<file path="src/rtl/affine_to_jacob_if.sv">
// ---------------------------------------------------------------------------
// affine_to_jacob_if
// Groups the request/result signals of the affine-to-Jacobian converter.
//   flag      : start request (master -> slave)
//   x, y, z, p: affine point, blinding factor and odd modulus (master -> slave)
//   x3,y3,z3  : Jacobian result X, Y, Z (slave -> master)
//   busy      : conversion in progress (slave -> master)
//   conv_done : one-cycle result-valid pulse (slave -> master)
// ---------------------------------------------------------------------------
interface affine_to_jacob_if #(
  parameter int WIDTH = 256
);
  logic             flag;
  logic [WIDTH-1:0] x;
  logic [WIDTH-1:0] y;
  logic [WIDTH-1:0] z;
  logic [WIDTH-1:0] p;
  logic [WIDTH-1:0] x3;
  logic [WIDTH-1:0] y3;
  logic [WIDTH-1:0] z3;
  logic             busy;
  logic             conv_done;

  modport master (
    output flag, x, y, z, p,
    input  x3, y3, z3, busy, conv_done
  );

  modport slave (
    input  flag, x, y, z, p,
    output x3, y3, z3, busy, conv_done
  );
endinterface

</file>
<file path="src/rtl/affine_to_jacob.sv">
// ---------------------------------------------------------------------------
// affine_to_jacob
// Converts an affine point (x, y) into Jacobian (X, Y, Z) = (x*z^2, y*z^3, z)
// mod p using a caller-supplied blinding factor z. The four products are
// computed by a single shared bit-serial interleaved modular multiplier that
// consumes one bit of the multiplier operand per clock, MSB first.
//
// Ports:
//   clk  : clock, all state on the rising edge
//   nrst : asynchronous active-low reset
//   bus  : affine_to_jacob_if.slave (flag, x, y, z, p in; x3, y3, z3, busy,
//          conv_done out)
//
// Build option: BLINDING_EN
//   defined   : full blinded conversion, 4*WIDTH cycles flag-to-conv_done.
//   undefined : no multiplier; z and p are ignored, x3 <- x, y3 <- y,
//               z3 <- 1 and conv_done pulses the cycle after the request.
// ---------------------------------------------------------------------------
module affine_to_jacob #(
  parameter int WIDTH = 256
) (
  input  logic              clk,
  input  logic              nrst,
  affine_to_jacob_if.slave  bus
);

  typedef enum logic [2:0] {
    ST_IDLE = 3'd0,
    ST_MUL1 = 3'd1,
    ST_MUL2 = 3'd2,
    ST_MUL3 = 3'd3,
    ST_MUL4 = 3'd4,
    ST_DONE = 3'd5
  } state_t;

  state_t           r_state;
  logic [WIDTH-1:0] r_x3;
  logic [WIDTH-1:0] r_y3;
  logic [WIDTH-1:0] r_z3;
  logic             r_busy;
  logic             r_done;

  assign bus.x3        = r_x3;
  assign bus.y3        = r_y3;
  assign bus.z3        = r_z3;
  assign bus.busy      = r_busy;
  assign bus.conv_done = r_done;

`ifdef BLINDING_EN

  localparam int CW = $clog2(WIDTH);

  logic [CW-1:0]    r_cnt;
  logic [WIDTH+1:0] r_acc;
  logic [WIDTH-1:0] r_x;
  logic [WIDTH-1:0] r_y;
  logic [WIDTH-1:0] r_z;
  logic [WIDTH-1:0] r_p;
  logic [WIDTH-1:0] r_z2;   // z^2 mod p
  logic [WIDTH-1:0] r_xj;   // Jacobian X, held until the final product lands
  logic [WIDTH-1:0] r_zc;   // z^3 mod p

  logic [WIDTH-1:0] w_a;
  logic [WIDTH-1:0] w_b;
  logic             w_bit;
  logic [WIDTH+1:0] w_acc_next;

  // One interleaved multiply step: acc = (2*acc + bit*a) mod m. Two guard
  // bits keep 2*acc + a exact so both compares see the untruncated value.
  function automatic logic [WIDTH+1:0] mod_step(
    input logic [WIDTH+1:0] acc,
    input logic [WIDTH-1:0] a,
    input logic             b_bit,
    input logic [WIDTH-1:0] m
  );
    logic [WIDTH+1:0] t;
    logic [WIDTH+1:0] mm;
    mm = {2'b00, m};
    t  = acc << 1;
    if (t >= mm) begin
      t = t - mm;
    end else begin
      t = t;
    end
    if (b_bit) begin
      t = t + {2'b00, a};
    end else begin
      t = t;
    end
    if (t >= mm) begin
      t = t - mm;
    end else begin
      t = t;
    end
    return t;
  endfunction

  // Select multiplicand/multiplier pair for the product of the current phase.
  always_comb begin
    w_a = {WIDTH{1'b0}};
    w_b = {WIDTH{1'b0}};
    case (r_state)
      ST_MUL1: begin w_a = r_z;  w_b = r_z;  end
      ST_MUL2: begin w_a = r_x;  w_b = r_z2; end
      ST_MUL3: begin w_a = r_z2; w_b = r_z;  end
      ST_MUL4: begin w_a = r_y;  w_b = r_zc; end
      default: begin w_a = {WIDTH{1'b0}}; w_b = {WIDTH{1'b0}}; end
    endcase
  end

  assign w_bit      = w_b[r_cnt];
  assign w_acc_next = mod_step(r_acc, w_a, w_bit, r_p);

  // Conversion sequencer: latch operands, run four WIDTH-step products,
  // publish the result and pulse conv_done.
  always_ff @(posedge clk or negedge nrst) begin
    if (!nrst) begin
      r_state <= ST_IDLE;
      r_cnt   <= {CW{1'b0}};
      r_acc   <= {(WIDTH+2){1'b0}};
      r_x     <= {WIDTH{1'b0}};
      r_y     <= {WIDTH{1'b0}};
      r_z     <= {WIDTH{1'b0}};
      r_p     <= {WIDTH{1'b0}};
      r_z2    <= {WIDTH{1'b0}};
      r_xj    <= {WIDTH{1'b0}};
      r_zc    <= {WIDTH{1'b0}};
      r_x3    <= {WIDTH{1'b0}};
      r_y3    <= {WIDTH{1'b0}};
      r_z3    <= {WIDTH{1'b0}};
      r_busy  <= 1'b0;
      r_done  <= 1'b0;
    end else begin
      case (r_state)
        ST_IDLE: begin
          r_done <= 1'b0;
          if (bus.flag) begin
            r_x     <= bus.x;
            r_y     <= bus.y;
            r_z     <= bus.z;
            r_p     <= bus.p;
            r_cnt   <= CW'(WIDTH - 1);
            r_acc   <= {(WIDTH+2){1'b0}};
            r_busy  <= 1'b1;
            r_state <= ST_MUL1;
          end else begin
            r_state <= ST_IDLE;
          end
        end
        ST_MUL1, ST_MUL2, ST_MUL3, ST_MUL4: begin
          if (r_cnt == {CW{1'b0}}) begin
            // Last bit of this product: store it and arm the next phase.
            r_cnt <= CW'(WIDTH - 1);
            r_acc <= {(WIDTH+2){1'b0}};
            case (r_state)
              ST_MUL1: begin
                r_z2    <= w_acc_next[WIDTH-1:0];
                r_state <= ST_MUL2;
              end
              ST_MUL2: begin
                r_xj    <= w_acc_next[WIDTH-1:0];
                r_state <= ST_MUL3;
              end
              ST_MUL3: begin
                r_zc    <= w_acc_next[WIDTH-1:0];
                r_state <= ST_MUL4;
              end
              default: begin
                r_x3    <= r_xj;
                r_y3    <= w_acc_next[WIDTH-1:0];
                r_z3    <= r_z;
                r_busy  <= 1'b0;
                r_done  <= 1'b1;
                r_state <= ST_DONE;
              end
            endcase
          end else begin
            r_acc <= w_acc_next;
            r_cnt <= r_cnt - {{(CW-1){1'b0}}, 1'b1};
          end
        end
        ST_DONE: begin
          // A request arriving here is dropped, not queued.
          r_done  <= 1'b0;
          r_state <= ST_IDLE;
        end
        default: begin
          r_busy  <= 1'b0;
          r_done  <= 1'b0;
          r_state <= ST_IDLE;
        end
      endcase
    end
  end

`else

  // Blinding factor and modulus have no role in the pass-through build.
  logic w_unused;
  assign w_unused = &{1'b0, bus.z, bus.p};

  // Pass-through sequencer: copy the affine point with Z = 1 in one cycle.
  always_ff @(posedge clk or negedge nrst) begin
    if (!nrst) begin
      r_state <= ST_IDLE;
      r_x3    <= {WIDTH{1'b0}};
      r_y3    <= {WIDTH{1'b0}};
      r_z3    <= {WIDTH{1'b0}};
      r_busy  <= 1'b0;
      r_done  <= 1'b0;
    end else begin
      r_busy <= 1'b0;
      case (r_state)
        ST_IDLE: begin
          if (bus.flag) begin
            r_x3    <= bus.x;
            r_y3    <= bus.y;
            r_z3    <= {{(WIDTH-1){1'b0}}, 1'b1};
            r_done  <= 1'b1;
            r_state <= ST_DONE;
          end else begin
            r_done  <= 1'b0;
            r_state <= ST_IDLE;
          end
        end
        ST_DONE: begin
          r_done  <= 1'b0;
          r_state <= ST_IDLE;
        end
        default: begin
          r_done  <= 1'b0;
          r_state <= ST_IDLE;
        end
      endcase
    end
  end

`endif

endmodule

</file>
<file path="src/flat_wrapper.sv">
// flat-port wrapper written by rule: the top's interface ports become plain ports
module affine_to_jacob_flat 
#(
  parameter int WIDTH = 256
)
  (clk, nrst, bus_flag, bus_x, bus_y, bus_z, bus_p, bus_x3, bus_y3, bus_z3, bus_busy, bus_conv_done);
  affine_to_jacob_if #(.WIDTH(WIDTH)) bus_i ();
  input  logic clk;
  input  logic nrst;
  input wire logic [$bits(bus_i.flag)-1:0] bus_flag;
  input wire logic [$bits(bus_i.x)-1:0] bus_x;
  input wire logic [$bits(bus_i.y)-1:0] bus_y;
  input wire logic [$bits(bus_i.z)-1:0] bus_z;
  input wire logic [$bits(bus_i.p)-1:0] bus_p;
  output wire logic [$bits(bus_i.x3)-1:0] bus_x3;
  output wire logic [$bits(bus_i.y3)-1:0] bus_y3;
  output wire logic [$bits(bus_i.z3)-1:0] bus_z3;
  output wire logic [$bits(bus_i.busy)-1:0] bus_busy;
  output wire logic [$bits(bus_i.conv_done)-1:0] bus_conv_done;
  assign bus_i.flag = bus_flag;
  assign bus_i.x = bus_x;
  assign bus_i.y = bus_y;
  assign bus_i.z = bus_z;
  assign bus_i.p = bus_p;
  assign bus_x3 = bus_i.x3;
  assign bus_y3 = bus_i.y3;
  assign bus_z3 = bus_i.z3;
  assign bus_busy = bus_i.busy;
  assign bus_conv_done = bus_i.conv_done;
  affine_to_jacob #(.WIDTH(WIDTH)) u_core (.clk(clk), .nrst(nrst), .bus(bus_i));
endmodule
</file>
<file path="config.mk">
export PLATFORM = sky130hd
export DESIGN_NAME = affine_to_jacob_flat
export DESIGN_NICKNAME = d
export VERILOG_FILES = /design/src/rtl/affine_to_jacob_if.sv /design/src/rtl/affine_to_jacob.sv /design/src/flat_wrapper.sv
export SDC_FILE = /design/constraint.sdc
export NUM_CORES = 1
export LEC_CHECK = 0
export CORE_AREA = 2 2 710 712
export DETAILED_ROUTE_END_ITERATION = 12
export DIE_AREA = 0 0 712 714
export PLACE_DENSITY_LB_ADDON = 0.3
export SETUP_SLACK_MARGIN = 0.4
export SYNTH_ARGS = -nofsm -noshare
export SYNTH_HDL_FRONTEND = slang
export SYNTH_SLANG_ARGS = --single-unit
export TNS_END_PERCENT = 20
</file>
<file path="constraint.sdc">
create_clock -name clk -period 3.69 [get_ports clk]
set_input_delay 0.9225 -clock clk [delete_from_list [all_inputs] [get_ports clk]]
set_output_delay 0.9225 -clock clk [all_outputs]
set_load 0.005 [all_outputs]
</file>
==> results of run 1 <==
[worst min-delay path by stage]
stage,cells after the start,slack (ns),to,startpoint
floorplan,1,0.46,u_core.bus.z3[0]$_DFFE_PN0P_,u_core.bus.z3[0]$_DFFE_PN0P_
global placement,1,0.45,u_core.bus.z3[0]$_DFFE_PN0P_,u_core.bus.z3[0]$_DFFE_PN0P_
detailed placement,1,0.46,u_core.bus.z3[0]$_DFFE_PN0P_,u_core.bus.z3[0]$_DFFE_PN0P_
CTS,1,0.1,u_core.bus.y3[153]$_DFFE_PN0P_,nrst
global route,1,0.13,u_core.bus.y3[153]$_DFFE_PN0P_,nrst
finish,1,0.17,u_core.bus.y3[153]$_DFFE_PN0P_,nrst
[cells in the final DEF (no fill, tap or decap), types with 7 or more instances in the layout]
master,count
buf_12,18
buf_4,18
clkbuf_1,17
clkbuf_16,80
clkbuf_8,18
clkdlybuf4s50_1,1027
clkinv_2,7
conb_1,256
dfrtp_1,514
diode_2,21
mux2_2,54
mux2_4,458
[state kept, by name, indices dropped and copies added (netlist names)]
register,flops
u_core.r_state,1
u_core.bus.y3,256
u_core.bus.x3,256
u_core.bus.z3,1
[logic make-up after synthesis]
kind of cell	count (synthesis)	synth area share, %
DFF	514	55.2
and+or+nand+nor	2	0.0858
muxes	512	32.1
buffers and inverters	313	12.7
other	1	0.0161
[power by group]
group / leakage (nW) / switching (mW) / internal, mW
registers: 6.01 / 0.517 / 6.49
clock network: 1.23 / 3.01 / 4.54
logic: 8.86 / 1.61 / 3.07
[routing by layer]
metal  global-route usage [%]  vias up  wire length, um
li1                         -     6304                -
met1                     4.17     7378            39000
met2                     8.55      765            65100
met3                     1.85      136            10700
met4                     1.34        2             2930
met5                    0.207        -               13
[final cells by class]
class | instances | area, um2
fill | 57800 | 457000
clock buffer | 115 | 2310
sequential | 514 | 12900
timing repair buffer | 1064 | 10800
multi-input combinational | 770 | 8470
tap | 6681 | 8360
clock inverter | 20 | 214
antenna | 21 | 52.6
[through the flow]
| step | total power, mW | area (um2) |
|---|---|---|
| 3_3_place_gp | 11.9 | 40500 |
| 5_1_grt | 20.3 | 43000 |
| 2_1_floorplan | 8.94 | 24300 |
| 4_1_cts | 19.9 | 43000 |
| 6_report | 19.2 | 43100 |
| 3_5_place_dp | 11.9 | 40500 |
==> impl_metrics.tcl, run 1 <==
set metrics [dict create \
    status "completed" \
    ff2ff_path_depth 5 \
    cts_hold_buffers 0 \
    critPathKind "reg2out" \
    setup_tns_ns 0 \
    final_antenna_net_count 0 \
    cts-root-buf "clkbuf_16" \
    arrival_ns 2.11 \
    die_h_um 714 \
    grt_antenna_before_repair 42 \
    dr_total_vias 14600 \
    routed_via_density 1.59 \
    cts_buffers 79 \
    grt_first_pass_wirelength_mm 153 \
    cts_tree "done" \
    finalSetupViolCount 0 \
    fmax_mhz 330 \
    cts_resized 0 \
    cp_num_buf_inv 1 \
    die_w_um 712 \
    syn-cell-area_um2 23300 \
    maxCapViolCount 0 \
    max_stage_delay_ns 0.97 \
    portBuffers 1028 \
    grt.total_usage_pct 4.42 \
    io_pins 1797 \
    post-cts-setup-buffers 0 \
    overflow 0 \
    synth_common_cells "dfrtp_1 (514), mux2_4 (458), buf_4 (259)" \
    p_leak_nw 16.1 \
    fin_crit_sh_pct 82.1 \
    crit_family "buffers and inverters" \
    rr_startpoint "u_core.r_state[0]$_DFF_PN0_" \
    setup.worst_path.end_class "primary output" \
    path_clk_slew_ns 0.06 \
    crit_chain "clkdlybuf4s50_1" \
    worst_path_max_delay_cell "clkdlybuf4s50_1" \
    clockBufferDepth 4 \
    async_reset_ff_share_pct 100 \
    hp-class "in2async" \
    vdd_drop_max_uv 276 \
    clock_latency_ns 0.80 \
    finalNonFillerCells 9185 \
    finClkSkew_ns 0.0755 \
    syn_area_per_cell_um2 17.4 \
    dp_hpwl_mm 96.8 \
    area_growth_pct 84.6 \
    routed_wl_mm 118 \
    drt_iter0_markers 353 \
    place_ws_ns 0.666 \
    max_slew.worst_pin.slew_ns 0.739 \
    synth_top_cell_by_area "dfrtp_1" \
    synth_top_area_share_pct 55.2 \
    cp-startpoint "u_core.bus.y3[173]$_DFFE_PN0P_" \
    yosysWarnings 0 \
    power.density_nw_per_um2 447 \
    fin_crit_ns 3.03 \
    grt_pass1_vias 15800 \
    syn_inst 1342 \
    timing.hold.ws_ns 0.169 \
    wl_per_cell_um 12.8 \
    critical_path_peak_fanout 2 \
    synth-edff-count 0 \
    clock_sinks 514 \
    drive_above_1_share_pct 26.9 \
    r2r_setup_slack_ns 1.69 \
    die_area_um2 508000 \
    r2r-end "u_core.bus.x3[120]$_DFFE_PN0P_" \
    finalHoldViolations 0 \
    placed_cells 9029 \
    setup_slack_ns 0.659 \
    ys.flop_type "dfrtp_1" \
    start_util_pct 4.66 \
    drc 0 \
    cts_max_level 3 \
    grt_max_degree 74 \
    synth-seq-cells 514 \
    required_ns 2.77 \
    utilization_pct 8.61 \
    grt_setup_unrepaired "false" \
    slew_headroom_pct 50.6 \
    yosysSeqAreaShare_pct 55.2 \
    place_congestion 0.769 \
    startpoint_type "flop" \
    worstSetupPathDepth 1 \
    core_area_um2 500000 \
    detail_route.first_pass.iterations 4 \
    drv_slew 0 \
    synth_cell_types 11 \
    yosysMostFrequentCell "dfrtp_1" \
    netlist_top_cells_area "dfrtp_1 (55%), mux2_4 (29%), buf_4 (8.3%), buf_12 (3.8%), mux2_2 (2.6%)" \
    num_rows 260 \
    crit_end "bus_y3[173]" \
    final_nets 3456 \
]
Power figures use the tool's default switching activity.
==> inputs of run 2 (changes only) <==
==> constraint.sdc (replaced) <==
create_clock -name clk -period 2.4 [get_ports clk]
set_input_delay 0.6 -clock clk [delete_from_list [all_inputs] [get_ports clk]]
set_output_delay 0.6 -clock clk [all_outputs]
set_load 0.005 [all_outputs]
==> run 2 against run 1 <==
Die area is the same. Non-clock buffer count grew 196. Setup slack lost 0.32 ns. Register-to-register slack lost 1.1 ns. Critical endpoint is now bus_x3[203]. Largest cell class unchanged. Sequential power grew 54%. Routed wire length grew 1.9%.
==> impl_metrics.tcl, run 2 (synthesis results as in run 1) <==
set metrics [dict create \
    status "completed" \
    routed_wl_mm 120 \
    required_ns 1.80 \
    p_leak_nw 17.8 \
    final_nets 3652 \
    fmax_mhz 484 \
    crit_chain "dlygate4sd2_1" \
    hold-path-endpoint "u_core.bus.x3[61]$_DFFE_PN0P_" \
    max_slew.worst_pin.slew_ns 0.640 \
    drive_above_1_share_pct 40.2 \
    cts_buffers 79 \
    setup.worst_path.end_class "primary output" \
    arrival_ns 1.46 \
    worstHoldStart "bus_x[61]" \
    start_util_pct 4.66 \
    grt_antenna_before_repair 36 \
    crit_family "flip-flops" \
    finalSetupViolCount 0 \
    finClkSkew_ns 0.0748 \
    grt_setup_unrepaired "true" \
    final_antenna_net_count 0 \
    grt_pass1_vias 16500 \
    placed_cells 9074 \
    r2r-end "u_core.bus.x3[33]$_DFFE_PN0P_" \
    startpoint_type "flop" \
    power.density_nw_per_um2 676 \
    overflow 0 \
    drc 0 \
    dr_total_vias 15200 \
    clock_latency_ns 0.83 \
    drv_slew 0 \
    cts_tree "done" \
    clockBufferDepth 4 \
    portBuffers 1028 \
    finalNonFillerCells 9379 \
    cts-root-buf "clkbuf_16" \
    fin_crit_ns 2.06 \
    critical_path_peak_fanout 2 \
    die_h_um 714 \
    area_growth_pct 88.6 \
    io_pins 1797 \
    cp_num_buf_inv 1 \
    timing.hold.ws_ns 0.381 \
    num_rows 260 \
    worst_path_max_delay_cell "dfrtp_1" \
    vdd_drop_max_uv 445 \
    detail_route.first_pass.iterations 4 \
    critPathKind "reg2out" \
    hp-class "in2reg" \
    hold_depth 2 \
    cts_max_level 3 \
    wl_per_cell_um 12.8 \
    routed_via_density 1.62 \
    grt_max_degree 90 \
    core_area_um2 500000 \
    place_congestion 0.756 \
    layout_common_cells "clkdlybuf4s50_1 (513), dfrtp_1 (510), mux2_4 (458)" \
    rr_startpoint "u_core.r_state[0]$_DFF_PN0_" \
    slew_headroom_pct 57.3 \
    ff2ff_path_depth 6 \
    r2r_setup_slack_ns 0.55 \
    drt_iter0_markers 377 \
    worstSetupPathDepth 1 \
    layout_commonest_cell "clkdlybuf4s50_1" \
    path_clk_slew_ns 0.07 \
    die_area_um2 508000 \
    fin_crit_sh_pct 86.0 \
    maxCapViolCount 0 \
    dp_hpwl_mm 98.9 \
    die_w_um 712 \
    max_stage_delay_ns 0.40 \
    grt.total_usage_pct 4.51 \
    clock_sinks 514 \
    grt_first_pass_wirelength_mm 156 \
    finalHoldViolations 0 \
]
[run 2: how the worst max path moves through the flow]
| stage | start | to | slack (ns) |
|---|---|---|---|
| global placement | bus_flag | u_core.bus.x3[12]$_DFFE_PN0P_ | -0.08 |
| CTS | u_core.bus.y3[126]$_DFFE_PN0P_ | bus_y3[126] | 0.16 |
| detailed placement | bus_flag | u_core.bus.x3[12]$_DFFE_PN0P_ | -0.1 |
| finish | u_core.bus.x3[203]$_DFFE_PN0P_ | bus_x3[203] | 0.34 |
| global route | u_core.bus.y3[126]$_DFFE_PN0P_ | bus_y3[126] | 0.22 |
| floorplan | bus_flag | u_core.bus.x3[100]$_DFFE_PN0P_ | 0.78 |
[run 2: area by class of cell]
cell class | count | area [um2]
Tap cell | 6681 | 8360
Antenna cell | 21 | 52.6
Timing Repair Buffer | 1260 | 11700
Multi-Input combinational cell | 770 | 8470
Clock inverter | 28 | 275
Fill cell | 58000 | 456000
Clock buffer | 105 | 2260
Sequential cell | 514 | 12900
[run 2: report_power, final]
part,switching (mW),internal (mW)
clock,4.78,7.00
sequential,0.785,9.97
combinational,2.66,4.53
total,8.23,21.5
[run 2: routing by layer]
layer  part of all wire, %  wire (um)  GRT usage [%]
met1                    32      38200           4.14
met2                    55      66000           8.69
met3                   9.5      11400           1.87
met4                   3.5       4250           1.80
met5                  0.16        195          0.198
[run 2: repair_timing]
| action | in CTS | in global routing |
|---|---|---|
| endpoints found under the hold margin | 192 | 0 |
| setup buffers | 88 | 62 |
| resized for setup | 997 | 253 |
| setup endpoints to repair | 514 | 513 |
| hold buffers | 1 | 0 |
[run 2: worst reg2reg max path, stage by stage, from the launching register on]
cell,delay (ns)
dfrtp_1,0.39
buf_4,0.15
nor2b_4,0.13
buf_12,0.17
buf_4,0.24
buf_12,0.25
mux2_2,0.39
[run 2: stage by stage]
stage	worst slack [ns]	total power [mW]	setup TNS (ns)	area [um2]	utilization, %
final	0.336	29.7	0	44000	8.79
after global routing	0.223	31.5	0	44000	8.79
after detailed placement	-0.0962	18.5	-12.10	40900	8.17
after global placement	-0.0847	18.5	-11.93	40900	8.17
after floorplan	0.781	13.7	0	24300	-
after CTS	0.159	30.6	0	43600	8.72
==> inputs of run 3 (changes only) <==
--- a/config.mk
+++ b/config.mk
@@ -5,11 +5,12 @@
 export SDC_FILE = /design/constraint.sdc
 export NUM_CORES = 1
 export LEC_CHECK = 0
-export CORE_AREA = 2 2 710 712
+export CORE_AREA = 3 3 690 692
 export DETAILED_ROUTE_END_ITERATION = 12
-export DIE_AREA = 0 0 712 714
+export DIE_AREA = 0 0 693 695
 export PLACE_DENSITY_LB_ADDON = 0.3
 export SETUP_SLACK_MARGIN = 0.4
+export SKIP_CTS_REPAIR_TIMING = 1
 export SYNTH_ARGS = -nofsm -noshare
 export SYNTH_HDL_FRONTEND = slang
 export SYNTH_SLANG_ARGS = --single-unit
==> run 3 against run 2 <==
Combinational power up 5.6%. Critical path depth unchanged. First-iteration DRC count up 23%. Die area down 5.3%. Cell area about the same. Sequential share of layout area about the same. Sequential power about the same. Largest cell class unchanged.
==> impl_metrics.tcl, run 3 (synthesis results as in run 1) <==
set metrics [dict create \
    layout_commonest_cell "clkdlybuf4s50_1" \
    maxCapViolCount 0 \
    finalSetupViolCount 0 \
    routed_via_density 1.67 \
    clockBufferDepth 4 \
    grt_max_degree 76 \
    wl_per_cell_um 14.2 \
    vdd_drop_max_uv 483 \
    start_util_pct 4.95 \
    layout_common_cells "clkdlybuf4s50_1 (683), dfrtp_1 (508), mux2_4 (458)" \
    seqCellArea_um2 12900 \
    overflow 0 \
    ff2ff_path_depth 6 \
    fillers 54000 \
    cts_tree "done" \
    critPathKind "reg2out" \
    worst_path_max_delay_cell "clkdlybuf4s50_1" \
    critical_path_peak_fanout 2 \
    rr_startpoint "u_core.r_state[0]$_DFF_PN0_" \
    crit_chain "clkdlybuf4s50_1" \
    path_clk_slew_ns 0.06 \
    finalNonFillerCells 8851 \
    finClkSkew_ns 0.0950 \
    crit_family "buffers and inverters" \
    final_nets 3588 \
    worstSetupPathDepth 1 \
    grt.total_usage_pct 4.92 \
    arrival_ns 1.66 \
    core_area_um2 471000 \
    detail_route.first_pass.iterations 4 \
    grt_first_pass_wirelength_mm 159 \
    multi_input_area_um2 8470 \
    io_pins 1797 \
    max_stage_delay_ns 0.53 \
    die_area_um2 482000 \
    required_ns 1.80 \
    final_antenna_net_count 0 \
    fmax_mhz 443 \
    status "completed" \
    place_congestion 0.756 \
    fin_crit_ns 2.26 \
    cts_buffers 78 \
    clock_latency_ns 0.83 \
    grtUsageMet2_pct 9.25 \
    cp-startpoint "u_core.bus.x3[19]$_DFFE_PN0P_" \
    num_rows 252 \
    grt_antenna_before_repair 43 \
    grt_setup_unrepaired "true" \
    drc 0 \
    crit_end "bus_x3[19]" \
    hp-class "in2reg" \
    met3_usage_pct 2.59 \
    cp_num_buf_inv 1 \
    grt_pass1_vias 16000 \
    setup_tns_ns 0 \
    die_w_um 693 \
    routed_wl_mm 125 \
    area_growth_pct 88.5 \
    dp_hpwl_mm 105 \
    die_h_um 695 \
    p_leak_nw 18.9 \
    drt_iter0_markers 462 \
    setup.worst_path.end_class "primary output" \
    cts_max_level 3 \
    power.density_nw_per_um2 687 \
    dr_total_vias 14800 \
    r2r_setup_slack_ns 0.48 \
    met1_usage_pct 4.18 \
    worstHoldStart "bus_x[80]" \
    clock_sinks 514 \
    placed_cells 8624 \
    finalHoldViolations 0 \
    drive_above_1_share_pct 36.3 \
    fin_crit_sh_pct 94.2 \
    drv_slew 0 \
    portBuffers 1028 \
    r2r-end "u_core.bus.y3[226]$_DFFE_PN0P_" \
    cts-root-buf "clkbuf_16" \
    startpoint_type "flop" \
    busiest_layer "met2" \
]
-- run 3: how the worst min path moves through the flow --
stage,cells past startpoint,endpoint,slack [ns]
floorplan,0,u_core.bus.x3[0]$_DFFE_PN0P_,0.30
global placement,1,u_core.bus.z3[0]$_DFFE_PN0P_,0.46
detailed placement,1,u_core.bus.z3[0]$_DFFE_PN0P_,0.46
CTS,1,u_core.bus.x3[208]$_DFFE_PN0P_,-0.29
global route,2,u_core.bus.x3[80]$_DFFE_PN0P_,0.28
finish,2,u_core.bus.x3[80]$_DFFE_PN0P_,0.38
-- run 3: cell type report --
type                            count  share of cell area, %
Sequential cell                   514                   29.3
Antenna cell                       16                 0.0911
Clock inverter                     22                  0.737
Timing Repair Buffer             1197                   27.8
Multi-Input combinational cell    770                   19.3
Clock buffer                      109                   5.14
Tap cell                         6223                   17.7
-- run 3: stage by stage --
stage	util (%)	instance area (um2)	hold WS (ns)	power [mW]	worst slack, ns
finish	9.34	44000	0.384	30.2	0.140
global route	9.33	43900	0.277	32.0	0.0419
CTS	9.13	43000	-0.293	31.3	-0.556
detailed placement	8.58	40400	0.463	18.8	-0.225
global placement	8.58	40400	0.457	18.8	-0.225
floorplan	-	24300	0.304	13.7	0.781
-- run 3: metal layers --
| metal | routed length (um) | vias to the layer above |
|---|---|---|
| li1 | - | 6533 |
| met1 | 36600 | 7341 |
| met2 | 67400 | 749 |
| met3 | 15100 | 159 |
| met4 | 6130 | 6 |
| met5 | 44 | - |
-- run 3: where the power goes --
group          total [mW]  internal [mW]  switching (mW)
Combinational        7.59           4.78            2.80
Clock                11.8           7.19            4.64
Sequential           10.8           9.98           0.818
